[src/rtl/frame_color_classifier_if.sv]
// Frame colour classifier bus: pixel stream in, per-frame verdict out.
// master: EN, PIXEL_X/Y/IN out; slave: RESULT, RESULT_VALID, RED/BLUE_COUNT out.
interface frame_color_classifier_if #(
  parameter int CNT_W = 15
);
  logic             EN;
  logic [9:0]       PIXEL_X;
  logic [9:0]       PIXEL_Y;
  logic [7:0]       PIXEL_IN;
  logic [1:0]       RESULT;
  logic             RESULT_VALID;
  logic [CNT_W-1:0] RED_COUNT;
  logic [CNT_W-1:0] BLUE_COUNT;

  modport master (
    output EN, PIXEL_X, PIXEL_Y, PIXEL_IN,
    input  RESULT, RESULT_VALID, RED_COUNT, BLUE_COUNT
  );

  modport slave (
    input  EN, PIXEL_X, PIXEL_Y, PIXEL_IN,
    output RESULT, RESULT_VALID, RED_COUNT, BLUE_COUNT
  );
endinterface

[src/rtl/frame_color_classifier.sv]
// Counts red/blue-dominant RGB332 pixels per frame and publishes a verdict.
// Ports: CLOCK, RESET_N (async, low), bus (slave: EN, PIXEL_X/Y/IN in;
// RESULT, RESULT_VALID, RED_COUNT, BLUE_COUNT out).
// Option FRAME_COLOR_HYST_EN: publish only when the raw verdict repeats.
module frame_color_classifier #(
  parameter int SCREEN_WIDTH  = 176,
  parameter int SCREEN_HEIGHT = 120,
  parameter int MIN_COUNT     = 500,
  parameter int CNT_W         = 15
) (
  input  logic CLOCK,
  input  logic RESET_N,
  frame_color_classifier_if.slave bus
);

  typedef enum logic [1:0] {
    WAIT_SOF,
    ACCUM,
    DECIDE
  } state_t;

  localparam logic [1:0] RES_NONE = 2'b00;
  localparam logic [1:0] RES_RED  = 2'b01;
  localparam logic [1:0] RES_BLUE = 2'b10;

  localparam logic [9:0] X_LAST = 10'(SCREEN_WIDTH - 1);
  localparam logic [9:0] Y_LAST = 10'(SCREEN_HEIGHT - 1);
  localparam logic [CNT_W-1:0] MIN_C = CNT_W'(MIN_COUNT);

  state_t state_q, state_d;

  logic [9:0] x_d, y_d;
  logic       v_d;

  logic [CNT_W-1:0] red_q, red_d;
  logic [CNT_W-1:0] blue_q, blue_d;

  logic [1:0]       result_q;
  logic             valid_q;
  logic [CNT_W-1:0] red_out_q;
  logic [CNT_W-1:0] blue_out_q;

  logic       in_win, sof, eof;
  logic       is_red, is_blue;
  logic       decide;
  logic [1:0] raw;

  function automatic logic [CNT_W-1:0] sat_inc(
    input logic [CNT_W-1:0] c,
    input logic             inc
  );
    return (inc && (c != '1)) ? c + CNT_W'(1) : c;
  endfunction

  // v_d keeps the reset value 0,0 of x_d/y_d from posing as a sof.
  always_ff @(posedge CLOCK or negedge RESET_N) begin
    if (!RESET_N) begin
      x_d <= '0;
      y_d <= '0;
      v_d <= 1'b0;
    end else begin
      x_d <= bus.PIXEL_X;
      y_d <= bus.PIXEL_Y;
      v_d <= 1'b1;
    end
  end

  assign in_win = v_d && (x_d <= X_LAST) && (y_d <= Y_LAST);
  assign sof = in_win && (x_d == '0) && (y_d == '0);
  assign eof = in_win && (x_d == X_LAST) && (y_d == Y_LAST);

  assign is_red = (bus.PIXEL_IN[7:5] >= 3'd5)
               && (bus.PIXEL_IN[4:2] <= 3'd2)
               && (bus.PIXEL_IN[1:0] <= 2'd1);

  assign is_blue = (bus.PIXEL_IN[1:0] == 2'd3)
                && (bus.PIXEL_IN[7:5] <= 3'd2)
                && (bus.PIXEL_IN[4:2] <= 3'd2);

  always_comb begin
    raw = RES_NONE;
    if (red_q > blue_q && red_q >= MIN_C)
      raw = RES_RED;
    else if (blue_q > red_q && blue_q >= MIN_C)
      raw = RES_BLUE;
  end

  assign decide = (state_q == DECIDE) && bus.EN;

  always_ff @(posedge CLOCK or negedge RESET_N) begin
    if (!RESET_N) begin
      state_q <= WAIT_SOF;
      red_q   <= '0;
      blue_q  <= '0;
    end else begin
      state_q <= state_d;
      red_q   <= red_d;
      blue_q  <= blue_d;
    end
  end

  // eof wins over sof so a 1x1 window still reaches DECIDE.
  always_comb begin
    state_d = state_q;
    red_d   = red_q;
    blue_d  = blue_q;
    if (!bus.EN) begin
      state_d = WAIT_SOF;
    end else begin
      unique case (state_q)
        WAIT_SOF: begin
          if (sof) begin
            red_d   = CNT_W'(is_red);
            blue_d  = CNT_W'(is_blue);
            state_d = eof ? DECIDE : ACCUM;
          end
        end
        ACCUM: begin
          if (eof) begin
            red_d   = sat_inc(red_q, is_red);
            blue_d  = sat_inc(blue_q, is_blue);
            state_d = DECIDE;
          end else if (sof) begin
            red_d  = CNT_W'(is_red);
            blue_d = CNT_W'(is_blue);
          end else if (in_win) begin
            red_d  = sat_inc(red_q, is_red);
            blue_d = sat_inc(blue_q, is_blue);
          end
        end
        DECIDE: begin
          state_d = WAIT_SOF;
        end
        default: begin
          state_d = WAIT_SOF;
        end
      endcase
    end
  end

`ifdef FRAME_COLOR_HYST_EN
  logic [1:0] prev_q;
`endif

  always_ff @(posedge CLOCK or negedge RESET_N) begin
    if (!RESET_N) begin
      result_q   <= RES_NONE;
      valid_q    <= 1'b0;
      red_out_q  <= '0;
      blue_out_q <= '0;
`ifdef FRAME_COLOR_HYST_EN
      prev_q     <= RES_NONE;
`endif
    end else begin
      valid_q <= 1'b0;
      if (decide) begin
        red_out_q  <= red_q;
        blue_out_q <= blue_q;
`ifdef FRAME_COLOR_HYST_EN
        prev_q <= raw;
        if (raw == prev_q) begin
          result_q <= raw;
          valid_q  <= 1'b1;
        end
`else
        result_q <= raw;
        valid_q  <= 1'b1;
`endif
      end
    end
  end

  assign bus.RESULT       = result_q;
  assign bus.RESULT_VALID = valid_q;
  assign bus.RED_COUNT    = red_out_q;
  assign bus.BLUE_COUNT   = blue_out_q;

endmodule

[src/flat_wrapper.sv]
// flat-port wrapper written by rule: the top's interface ports become plain ports
module frame_color_classifier_flat 
#(
  parameter int SCREEN_WIDTH  = 176,
  parameter int SCREEN_HEIGHT = 120,
  parameter int MIN_COUNT     = 500,
  parameter int CNT_W         = 15
)
  (CLOCK, RESET_N, bus_EN, bus_PIXEL_X, bus_PIXEL_Y, bus_PIXEL_IN, bus_RESULT, bus_RESULT_VALID, bus_RED_COUNT, bus_BLUE_COUNT);
  frame_color_classifier_if #(.CNT_W(CNT_W)) bus_i ();
  input  logic CLOCK;
  input  logic RESET_N;
  input wire logic [$bits(bus_i.EN)-1:0] bus_EN;
  input wire logic [$bits(bus_i.PIXEL_X)-1:0] bus_PIXEL_X;
  input wire logic [$bits(bus_i.PIXEL_Y)-1:0] bus_PIXEL_Y;
  input wire logic [$bits(bus_i.PIXEL_IN)-1:0] bus_PIXEL_IN;
  output wire logic [$bits(bus_i.RESULT)-1:0] bus_RESULT;
  output wire logic [$bits(bus_i.RESULT_VALID)-1:0] bus_RESULT_VALID;
  output wire logic [$bits(bus_i.RED_COUNT)-1:0] bus_RED_COUNT;
  output wire logic [$bits(bus_i.BLUE_COUNT)-1:0] bus_BLUE_COUNT;
  assign bus_i.EN = bus_EN;
  assign bus_i.PIXEL_X = bus_PIXEL_X;
  assign bus_i.PIXEL_Y = bus_PIXEL_Y;
  assign bus_i.PIXEL_IN = bus_PIXEL_IN;
  assign bus_RESULT = bus_i.RESULT;
  assign bus_RESULT_VALID = bus_i.RESULT_VALID;
  assign bus_RED_COUNT = bus_i.RED_COUNT;
  assign bus_BLUE_COUNT = bus_i.BLUE_COUNT;
  frame_color_classifier #(.SCREEN_WIDTH(SCREEN_WIDTH), .SCREEN_HEIGHT(SCREEN_HEIGHT), .MIN_COUNT(MIN_COUNT), .CNT_W(CNT_W)) u_core (.CLOCK(CLOCK), .RESET_N(RESET_N), .bus(bus_i));
endmodule
[config.mk]
export PLATFORM = sky130hd
export DESIGN_NAME = frame_color_classifier_flat
export DESIGN_NICKNAME = d
export VERILOG_FILES = /design/src/rtl/frame_color_classifier_if.sv /design/src/rtl/frame_color_classifier.sv /design/src/flat_wrapper.sv
export SDC_FILE = /design/constraint.sdc
export NUM_CORES = 1
export LEC_CHECK = 0
export BUFFER_PORTS_ARGS = -buffer_cell sky130_fd_sc_hd__buf_2
export CORE_ASPECT_RATIO = 0.5
export CORE_MARGIN = 4
export CORE_UTILIZATION = 25
export DETAILED_ROUTE_END_ITERATION = 10
export GPL_ROUTABILITY_DRIVEN = 0
export SYNTH_ARGS = -nofsm -noshare
export SYNTH_HDL_FRONTEND = slang
export SYNTH_SLANG_ARGS = --single-unit
[constraint.sdc]
create_clock -name CLOCK -period 6.9 [get_ports CLOCK]
set_clock_uncertainty 0.15 [all_clocks]
set_input_delay 1.38 -clock CLOCK [delete_from_list [all_inputs] [get_ports CLOCK]]
set_output_delay 1.38 -clock CLOCK [all_outputs]
set_load 0.01 [all_outputs]
# After elaboration in Yosys (flattened, before gate mapping)
# Cells that the tools add are included.
[totals]
register_bits = 86
input_bits = 31
wordCells = 74
[op_classes]
n_addsub = 2
n_lt_le_gt_ge = 10
n_eq_ne = 11
n_mux = 20
n_reduce_logical = 21
[ops]
columns = ["cell", "n"]
rows = [
  ["$mux 15", 10],
  ["$pmux 15 s2", 2],
  ["$add 15x1->15 const B", 2],
  ["$ge 15x9->1 const B", 2],
  ["$gt 15x15->1", 2],
  ["$ne 15x15->1 const B", 2],
  ["$logic_not 10->1", 2],
  ["$logic_and 1x1->1", 15],
  ["$mux 2", 6],
  ["$eq 10x7->1 const B", 1],
  ["$eq 10x8->1 const B", 1],
  ["$le 10x7->1 const B", 1],
  ["$le 10x8->1 const B", 1],
  ["$le 3x2->1 const B", 2],
  ["$ne 3x2->1 const B", 2],
  ["$eq 2x2->1 const B", 2],
  ["$ne 4x1->1 const B", 1],
  ["$pmux 2 s2", 1],
  ["$reduce_and 4->1", 1],
  ["$ge 3x3->1 const B", 1],
  ["$eq 2x1->1 const B", 1],
  ["$le 2x1->1 const B", 1],
  ["$logic_not 2->1", 1],
  ["$ne 2x1->1 const B", 1],
  ["3 further kinds", 3],
]

# Depth between registers and ports, before layout
# Gate-level depths: netlist of run 1.
[logic_depth]
word_depth = 9
depth_mapped = 8
ltp_nobuf = 8

# Least setup slack after synthesis of run 1
# Ideal clock, no wire load.
[synth_path]
path_type = "input to register"
start = "input port bus_PIXEL_IN[3]"
end = "register u_core.blue_q[5]"
setup_time_ps = 125
arrival_time_ps = 3001
required_time_ps = 6625
slack_ps = 3624
path_stages = 6
path_cell_list = "a21o_1 a2111o_1 a21oi_2 nand3_1 or3_1 mux2_4"
[synth_between]
elab_chain_len = 8
[synth_rtl]
columns = ["element", "line_no", "source"]
rows = [
  ["from (decl)", "flat_wrapper.sv:16", "input wire logic [$bits(bus_i.PIXEL_IN)-1:0] bus_PIXEL_IN;"],
  ["$le 3x2->1 *", "frame_color_classifier.sv:78", "&& (bus.PIXEL_IN[4:2] <= 3'd2);"],
  ["$logic_and 1x1->1 *", "frame_color_classifier.sv:78", ""],
  ["$logic_and 1x1->1 *", "frame_color_classifier.sv:52", "return (inc && (c != '1)) ? c + CNT_W'(1) : c;"],
  ["$mux 15 *", "-", ""],
  ["$mux 15 (2 in a row)", "-", ""],
  ["$mux 15 *", "-", ""],
  ["$pmux 15 s2 *", "-", ""],
  ["to (signal assigned)", "frame_color_classifier.sv:98", "blue_q <= blue_d;"],
  ["to (decl)", "frame_color_classifier.sv:36", "logic [CNT_W-1:0] blue_q, blue_d;"],
]
# Mark *: on every way between the ends. The rest lies on a longest branch, timed or not. The select of a mux whose other input is x is not followed.
# A chain may end at the register's enable or synchronous reset.

# Worst setup path in the final report of run 1
[layout_path]
start = "input port bus_EN"
end = "register u_core.red_q[7]"
[layout_between]
elab_chain_len = 1
[layout_rtl]
columns = ["element", "line_no", "source"]
rows = [
  ["from (decl)", "flat_wrapper.sv:13", "input wire logic [$bits(bus_i.EN)-1:0] bus_EN;"],
  ["$reduce_and 4->1 (no source line)", "-", ""],
  ["to (signal assigned)", "frame_color_classifier.sv:97", "red_q <= red_d;"],
  ["to (decl)", "frame_color_classifier.sv:35", "logic [CNT_W-1:0] red_q, red_d;"],
]
# No other way between the ends.

==> impl_metrics.csv, run 1 <==
group,metric,value,unit
routing,drtIter0Drc,182,
routing,drc,0,
sta,fmax,279,MHz
clock_tree,root_buffer,"clkbuf_16",
yosys,yosysUniqueCellTypes,49,
clock_tree,clkTransAtPathRegs,70,ps
sta,rsz0062_at_grt,"false",
power_and_ir_drop,leakagePower,0.00226,uW
clock_tree,ctsResizeCount,0,
critical_path,cp-end-kind,"register",
critical_path,worst-r2r-cell-count,6,
sta,max_slew_margin,0.361,
placed_design,placed_area,4660,sq um
die,start_util,0.260,
critical_path,path_class,"input port to register",
hold_path,holdPathEnd,"u_core.bus.BLUE_COUNT[13]",
critical_path,required,7020,ps
clock_tree,clk_latency,340,ps
hold_path,hp-start,"u_core.bus.BLUE_COUNT[13]",
yosys,syn_inst,395,
sta,period_needed,3590,ps
cells_and_area,layout.nets,508,
die,rows,32,
critical_path,worstPathArrival,3710,ps
cells_and_area,drive_above_1_share,0.235,
yosys,ys_seq_area_frac,0.526,
die,design.die.area,18600,sq um
yosys,synth_xor_area_frac,0.0193,
clock_tree,htree_levels,3,
placed_design,dp_hpwl,7.13,mm
sta,tns,0,ps
grt,grt_pass1_vias,3086,
grt,antenna_found_initial,0,
grt,grt_max_degree,75,
cells_and_area,final_cell_mix,"dfrtp_1 (86), buf_2 (62), nand2_1 (38), o21ai_0 (33), nor2_1 (24)",
yosys,synth-seq-cells,86,
yosys,synth_ff_type,"dfrtp_1",
critical_path,crit_fanout,14,
flow_run,cap_violations,0,
grt,grt_pass1_wl,16.5,mm
grt,grt.overflow.total,0,
yosys,synth-edff-count,0,
routing,num_vias,3203,
critical_path,cp-start-kind,"input port",
die,io_pins,64,
yosys,synth_top_family_by_area,"simple AND/OR/NAND/NOR gates",
sta,setup_viol,0,
die,fp.dieW,189,microns
hold_path,hold_path_depth,2,
yosys,synth_compound_area_frac,0.127,
sta,tightest_slew,958,ps
critical_path,r2r_end,"u_core.red_q[7]",
grt,grt_util_all_layers,0.110,
cells_and_area,postLayoutCellArea,4990,sq um
routing,drt_pass1_iterations,4,
power_and_ir_drop,powerDensity,219,nW/um^2
sta,period_share,0.520,
yosys,synthMuxAreaShare,0.0361,
critical_path,reg2reg_slack,3670,ps
cells_and_area,syn2layout_area_growth,22.0,%
power_and_ir_drop,peakVddDrop,0.147,mV
yosys,synth-adder-area-share,0.0581,
clock_tree,cts_tree,"done",
hold_path,hold_class,"register to register",
cells_and_area,antenna_cells,0,
routing,vias_per_cell,4.68,
clock_tree,postCtsHoldBufs,0,
sta,hold_viol,0,
yosys,syn_avg_cell_area,10.4,sq um
critical_path,r2r_start,"u_core.y_d[0]",
routing,route.antenna.remaining_nets,0,
clock_tree,cts_buffer_depth,2,
yosys,synth_warnings,0,
die,die_h,98.5,microns
yosys,synth_nets,445,
status,status,"completed",
cells_and_area,final_common_cell,"dfrtp_1",
clock_tree,numCtsBuffers,9,
yosys,synth-simple-area-share,0.199,
die,core,15700,sq um
sta,drv_slew,0,
yosys,async_flop_share,1.00,
clock_tree,post-cts-setup-buffers,0,
routing,routed_wl,9.95,mm
clock_tree,clock_sinks,86,
yosys,synth_area,4090,sq um
routing,wire_per_inst,14.5,microns
placed_design,placement.io_buffers,63,
## worst max path at each step
stage / to / start / cells past startpoint / slack, ps
final: u_core.red_q[7] / bus_EN / 6 / 3310
after global routing: u_core.red_q[7] / bus_EN / 6 / 3060
after CTS: u_core.red_q[13] / bus_EN / 6 / 3360
after detailed placement: u_core.blue_q[5] / bus_PIXEL_IN[3] / 7 / 3040
after global placement: u_core.blue_q[5] / bus_PIXEL_IN[3] / 7 / 3080
after floorplan: u_core.blue_q[5] / bus_PIXEL_IN[3] / 6 / 3620
## registers in the layout (all words and copies together) (netlist names)
register                 cells
u_core.bus.RESULT_VALID      1
u_core.bus.RESULT            2
u_core.blue_q               15
u_core.x_d                  10
u_core.v_d                   1
u_core.state_q               2
u_core.bus.RED_COUNT        15
u_core.bus.BLUE_COUNT       15
u_core.y_d                  10
u_core.red_q                15
## through the flow
| stage | hold slack, ps | total power (uW) | std cells | setup slack, ps | util |
|---|---|---|---|---|---|
| final | 321 | 1090 | 684 | 3310 | 0.317 |
| after global routing | 345 | 1130 | 684 | 3060 | 0.317 |
| after CTS | 332 | 1110 | 684 | 3360 | 0.317 |
| after detailed placement | 316 | 570 | 668 | 3040 | 0.296 |
| after global placement | 310 | 569 | 668 | 3080 | 0.296 |
| after floorplan | 316 | 543 | 395 | 3620 | - |
## layer usage
metal | global-route usage | vias up | part of all wire
met3 | 0.0269 | 13 | 0.047
met2 | 0.168 | 75 | 0.45
met5 | 0 | - | 0
li1 | - | 1551 | -
met4 | 0.0330 | 0 | 0.017
met1 | 0.154 | 1564 | 0.48
## synthesized netlist by cell type, types with 2 or more instances
cell type / number / area share
nor3_2: 2 / 0.0049
a211oi_1: 2 / 0.0037
o21ai_0: 33 / 0.040
nor3_1: 5 / 0.0061
xnor2_1: 7 / 0.015
a22oi_1: 4 / 0.0073
and4_1: 2 / 0.0043
nor4_2: 3 / 0.0092
nor2b_1: 2 / 0.0031
nor2_1: 24 / 0.022
nand3_1: 19 / 0.023
nand2_1: 38 / 0.035
o31ai_1: 11 / 0.020
or3_1: 7 / 0.011
dfrtp_1: 86 / 0.53
inv_1: 22 / 0.020
a21oi_2: 2 / 0.0043
mux2_2: 10 / 0.028
buf_2: 2 / 0.0024
nor4_1: 7 / 0.011
mux2i_1: 2 / 0.0049
ha_1: 19 / 0.058
a21oi_1: 16 / 0.020
nand4_1: 19 / 0.029
or2_2: 4 / 0.0061
a31oi_1: 2 / 0.0031
clkbuf_1: 12 / 0.011
and3_1: 7 / 0.011
or4_1: 5 / 0.0092
xor2_1: 2 / 0.0043
## cell type report
| type | instances | area (sq um) |
|---|---|---|
| clock buffers | 9 | 225 |
| clock inverters | 7 | 103 |
| fillers | 1628 | 10700 |
| inverters | 22 | 82.6 |
| multi-input cells | 273 | 1810 |
| flip-flops and latches | 86 | 2150 |
| well taps | 221 | 277 |
| repair buffers | 66 | 340 |
## worst max-delay path: stages
cell and delay, ps:
buf_2 100, nand2b_1 120, nor3_2 790, nand3_1 560, or4_1 610, a21oi_1 150
## logic make-up (layout without fill, tap and decap cells)
logic type,count (synthesis),count (layout)
multiplexers,13,13
other,1,1
XOR/XNOR,9,9
buffers and inverters,36,104
flip-flops,86,86
adder cells (fa/ha/maj),19,19
AND/OR/NAND/NOR,151,151
AO/OA/AOI/OAI,80,80
## power breakdown
group	leakage [uW]	switching, uW	internal [uW]
clock	0.000162	211	322
sequential	0.00112	6.91	513
combinational	0.000980	24.9	14.1
total	0.00226	242	849
Note: power is estimated with default switching activity, not from simulation.
==> inputs of run 2 (changes only) <==
==> constraint.sdc (replaced) <==
create_clock -name CLOCK -period 3.1 [get_ports CLOCK]
set_clock_uncertainty 0.15 [all_clocks]
set_input_delay 0.62 -clock CLOCK [delete_from_list [all_inputs] [get_ports CLOCK]]
set_output_delay 0.62 -clock CLOCK [all_outputs]
set_load 0.01 [all_outputs]
==> impl_metrics.csv, run 2 (synthesis results as in run 1) <==
group,metric,value,unit
cells_and_area,antenna_cells,0,
flow_run,cap_violations,0,
power_and_ir_drop,clock_power_share,0.454,
cells_and_area,drive_above_1_share,0.249,
routing,route.antenna.remaining_nets,0,
power_and_ir_drop,peakVddDrop,0.249,mV
grt,grt_pass1_wl,16.3,mm
cells_and_area,syn2layout_area_growth,23.0,%
cells_and_area,layout.nets,518,
cells_and_area,seq_area,2150,sq um
clock_tree,cts_tree,"done",
die,start_util,0.260,
clock_tree,root_buffer,"clkbuf_16",
die,die_h,98.5,microns
power_and_ir_drop,powerDensity,454,nW/um^2
routing,drc,0,
grt,grt_util_all_layers,0.108,
placed_design,pre_cts_slack,287,ps
clock_tree,clk_latency,340,ps
sta,period_share,0.837,
cells_and_area,fill_cells,1611,
sta,hold_viol,0,
clock_tree,numCtsBuffers,9,
grt,antenna_found_initial,0,
power_and_ir_drop,total_power,2290,uW
critical_path,r2r_start,"u_core.red_q[1]",
routing,drt_pass1_iterations,5,
sta,timing.hold.ws,162,ps
power_and_ir_drop,p_sw_frac,0.234,
routing,wire_per_inst,14.5,microns
die,core,15700,sq um
die,design.die.area,18600,sq um
hold_path,hold_class,"input port to asynchronous set/reset pin",
critical_path,reg2reg_slack,510,ps
critical_path,worst-r2r-cell-count,7,
sta,period_needed,2590,ps
cells_and_area,final_common_cell,"dfrtp_1",
critical_path,required,3210,ps
sta,setup_viol,0,
grt,grt_pass1_vias,3039,
critical_path,path_class,"register to register",
placed_design,placement.io_buffers,63,
critical_path,cp-start-kind,"register",
clock_tree,postCtsHoldBufs,0,
power_and_ir_drop,share_comb_of_total_power,0.039,
clock_tree,ctsResizeCount,0,
routing,vias_per_cell,4.64,
clock_tree,htree_levels,3,
clock_tree,clkTransAtPathRegs,70,ps
sta,tightest_slew,790,ps
grt,grt_max_degree,48,
grt,grt.overflow.total,0,
routing,routed_wl,10.1,mm
power_and_ir_drop,p_sw,536,uW
status,status,"completed",
placed_design,dp_hpwl,7.37,mm
power_and_ir_drop,power.internal,1750,uW
power_and_ir_drop,p_seq_frac,0.506,
placed_design,placed_area,4750,sq um
routing,drtIter0Drc,158,
sta,drv_slew,0,
die,rows,32,
sta,max_slew_margin,0.472,
critical_path,cp-end-kind,"register",
critical_path,crit_fanout,10,
clock_tree,cts_buffer_depth,2,
clock_tree,clock_sinks,86,
cells_and_area,multi_input_area,1810,sq um
sta,fmax,385,MHz
clock_tree,post-cts-setup-buffers,0,
die,io_pins,64,
cells_and_area,final_cell_mix,"dfrtp_1 (86), buf_2 (62), nand2_1 (38), o21ai_0 (33), nor2_1 (24)",
critical_path,r2r_end,"u_core.red_q[14]",
sta,tns,0,ps
routing,num_vias,3218,
cells_and_area,postLayoutCellArea,5030,sq um
power_and_ir_drop,leakagePower,0.00229,uW
sta,final.setup.worst_slack,506,ps
critical_path,worstPathArrival,2710,ps
die,fp.dieW,189,microns
sta,rsz0062_at_grt,"false",
-- run 2: through the flow --
step	utilization	std cells
6_report	0.320	694
5_1_grt	0.320	694
4_1_cts	0.320	694
3_5_place_dp	0.302	678
3_3_place_gp	0.302	678
2_1_floorplan	-	395
-- run 2: power by group through the flow --
stage / Sequential, uW / Combinational, uW / Clock (uW)
6_report: 1160 / 89.9 / 1040
5_1_grt: 1160 / 103 / 1120
2_1_floorplan: 1170 / 34.5 / 0
3_5_place_dp: 1180 / 92.6 / 0
4_1_cts: 1160 / 92.7 / 1070
3_3_place_gp: 1180 / 90.6 / 0
-- run 2: worst max path at each step --
stage | endpoint | slack, ps | start | cells after the start
finish | u_core.red_q[14] | 510 | u_core.red_q[1] | 7
global route | u_core.red_q[11] | 390 | u_core.red_q[1] | 6
CTS | u_core.red_q[13] | 560 | u_core.red_q[1] | 6
detailed placement | u_core.red_q[13] | 290 | bus_PIXEL_IN[3] | 8
global placement | u_core.red_q[13] | 320 | bus_PIXEL_IN[3] | 8
floorplan | u_core.blue_q[5] | 580 | bus_PIXEL_IN[3] | 6
-- run 2: final cells by class --
| type | count | share of cell area |
|---|---|---|
| repair buffers | 76 | 0.0850 |
| clock inverters | 5 | 0.00820 |
| flip-flops and latches | 86 | 0.428 |
| multi-input cells | 273 | 0.360 |
| inverters | 22 | 0.0164 |
| clock buffers | 11 | 0.0482 |
| well taps | 221 | 0.0549 |
-- run 2: routing by layer --
metal,GRT usage,part of all wire,wire [microns],vias up
met4,0.0336,0.017,170,0
met3,0.0272,0.040,406,13
met2,0.163,0.44,4390,64
li1,-,-,-,1571
met5,0,0,0,-
met1,0.153,0.51,5090,1570
-- run 2: critical path, cell delays in order, from the launching register on --
cell and delay (ps):
dfrtp_1 440, ha_1 240, nand3_1 310, o41a_1 340, nand4_1 330, buf_4 260, or3_1 300, a21oi_1 150
==> inputs of run 3 (changes only) <==
==> constraint.sdc (replaced) <==
create_clock -name CLOCK -period 2.2 [get_ports CLOCK]
set_clock_uncertainty 0.15 [all_clocks]
set_input_delay 0.44 -clock CLOCK [delete_from_list [all_inputs] [get_ports CLOCK]]
set_output_delay 0.44 -clock CLOCK [all_outputs]
set_load 0.01 [all_outputs]
==> impl_metrics.csv, run 3 (synthesis results as in run 1) <==
group,metric,value,unit
die,start_util,0.260,
routing,drc,0,
sta,period_needed,2230,ps
cells_and_area,postLayoutCellArea,5660,sq um
placed_design,placement.io_buffers,63,
routing,routed_wl,10.7,mm
status,violations,"negative setup slack",
sta,fmax,449,MHz
sta,rsz0062_at_grt,"true",
cells_and_area,drive_above_1_share,0.368,
power_and_ir_drop,share_comb_of_total_power,0.049,
clock_tree,clk_latency,340,ps
grt,grt_pass1_vias,3491,
critical_path,cp-start-kind,"register",
cells_and_area,fill_cells,1579,
power_and_ir_drop,peakVddDrop,0.343,mV
power_and_ir_drop,clock_power_share,0.463,
die,design.die.area,18600,sq um
cells_and_area,antenna_cells,0,
power_and_ir_drop,total_power,3340,uW
critical_path,cp-end-kind,"register",
clock_tree,clock_sinks,86,
sta,drv_slew,0,
routing,drt_pass1_iterations,4,
status,status,"complete, but fails checks",
cells_and_area,layout.nets,578,
die,rows,32,
clock_tree,clkTransAtPathRegs,70,ps
power_and_ir_drop,powerDensity,591,nW/um^2
cells_and_area,final_common_cell,"dfrtp_1",
grt,antenna_found_initial,0,
die,core,15700,sq um
clock_tree,root_buffer,"clkbuf_16",
power_and_ir_drop,p_sw_frac,0.228,
grt,grt_max_degree,32,
hold_path,hold_class,"input port to register",
grt,grt_util_all_layers,0.118,
clock_tree,htree_levels,3,
cells_and_area,final_cell_mix,"dfrtp_1 (86), buf_4 (67), buf_2 (63), nand2_1 (38), o21ai_0 (30)",
grt,grt_pass1_wl,17.6,mm
sta,tns,-26.6,ps
cells_and_area,syn2layout_area_growth,38.3,%
die,die_h,98.5,microns
sta,final.setup.worst_slack,-26.6,ps
routing,num_vias,3450,
power_and_ir_drop,p_sw,763,uW
routing,wire_per_inst,14.2,microns
critical_path,worstPathArrival,2300,ps
sta,timing.hold.ws,51.9,ps
sta,hold_viol,0,
power_and_ir_drop,p_seq_frac,0.489,
clock_tree,cts_buffer_depth,2,
critical_path,required,2270,ps
power_and_ir_drop,leakagePower,0.00262,uW
routing,vias_per_cell,4.58,
sta,period_share,1.01,
critical_path,crit_fanout,3,
routing,route.antenna.remaining_nets,0,
sta,setup_viol,1,
die,io_pins,64,
grt,grt.overflow.total,0,
clock_tree,cts_tree,"done",
power_and_ir_drop,power.internal,2580,uW
flow_run,cap_violations,0,
clock_tree,numCtsBuffers,9,
placed_design,placed_area,5120,sq um
critical_path,path_class,"register to register",
routing,drtIter0Drc,170,
die,fp.dieW,189,microns
cells_and_area,finish.utilization,0.360,
placed_design,dp_hpwl,8.17,mm
[run 3: cell count changes in the layout (fill, tap and decap cells not counted), moves of 2 or more]
cell	change
a21oi_1	-3
a21oi_2	+2
buf_4	+54
buf_6	+3
nand3_1	-4
nand3_2	+4
nor3_1	-2
nor4_1	-3
nor4_2	+2
o21ai_0	-3
o21ai_1	+3
o31ai_1	-2
o31ai_2	+2
[run 3: cell type report]
type,count,area [sq um],share of cell area
repair buffers,136,897,0.159
clock inverters,7,82.6,0.0146
inverters,22,82.6,0.0146
multi-input cells,273,1940,0.343
flip-flops and latches,86,2150,0.380
well taps,221,277,0.0489
clock buffers,9,225,0.0398
[run 3: routing by layer]
metal,GRT usage,vias up,wire [microns]
met5,0,-,0
met1,0.160,1653,5280
met4,0.0459,0,255
met3,0.0276,17,465
met2,0.185,81,4740
li1,-,1699,-
[run 3: through the flow]
| stage | worst slack, ps | instances |
|---|---|---|
| after global routing | -94.8 | 754 |
| after detailed placement | -393 | 727 |
| final | -26.6 | 754 |
| after floorplan | -55.1 | 395 |
| after CTS | -16.7 | 747 |
| after global placement | -331 | 727 |
[run 3: power groups by stage]
stage	Combinational [uW]	Sequential, uW	Clock (uW)
final	163	1630	1550
after global routing	185	1630	1660
after CTS	157	1630	1600
after detailed placement	151	1660	0
after global placement	148	1660	0
after floorplan	48.9	1650	0
[run 3: worst max-delay path, stage by stage, from the launching register on]
cell and delay [ps]:
dfrtp_1 400, ha_1 220, nand3_1 130, nor4_2 70
buf_4 150, a21oi_4 140, nand3_1 140, or3_4 400
mux2_4 300
[run 3: final timing paths]
check | start | to | slack [ps] | cells past startpoint
worst max-delay path | u_core.blue_q[1] | u_core.blue_q[5] | -30 | 8
worst min-delay path | bus_PIXEL_Y[5] | u_core.y_d[5] | 50 | 1
worst max register to register | u_core.blue_q[1] | u_core.blue_q[5] | -30 | 8
worst min register to register | u_core.bus.BLUE_COUNT[3] | u_core.bus.BLUE_COUNT[3] | 320 | 2
max in group asynchronous | RESET_N | u_core.blue_q[11] | 900 | 3
min in group asynchronous | RESET_N | u_core.x_d[0] | 430 | 2
[run 3: timing repair]
| item | CTS | global route |
|---|---|---|
| gates cloned | 0 | 1 |
| gates resized for setup | 8 | 24 |
| endpoints found under the setup margin | 21 | 32 |
| pin swaps | 4 | 17 |
| buffers inserted | 3 | 7 |
| hold buffers | 1 | 0 |
| endpoints found under the hold margin | 28 | 0 |
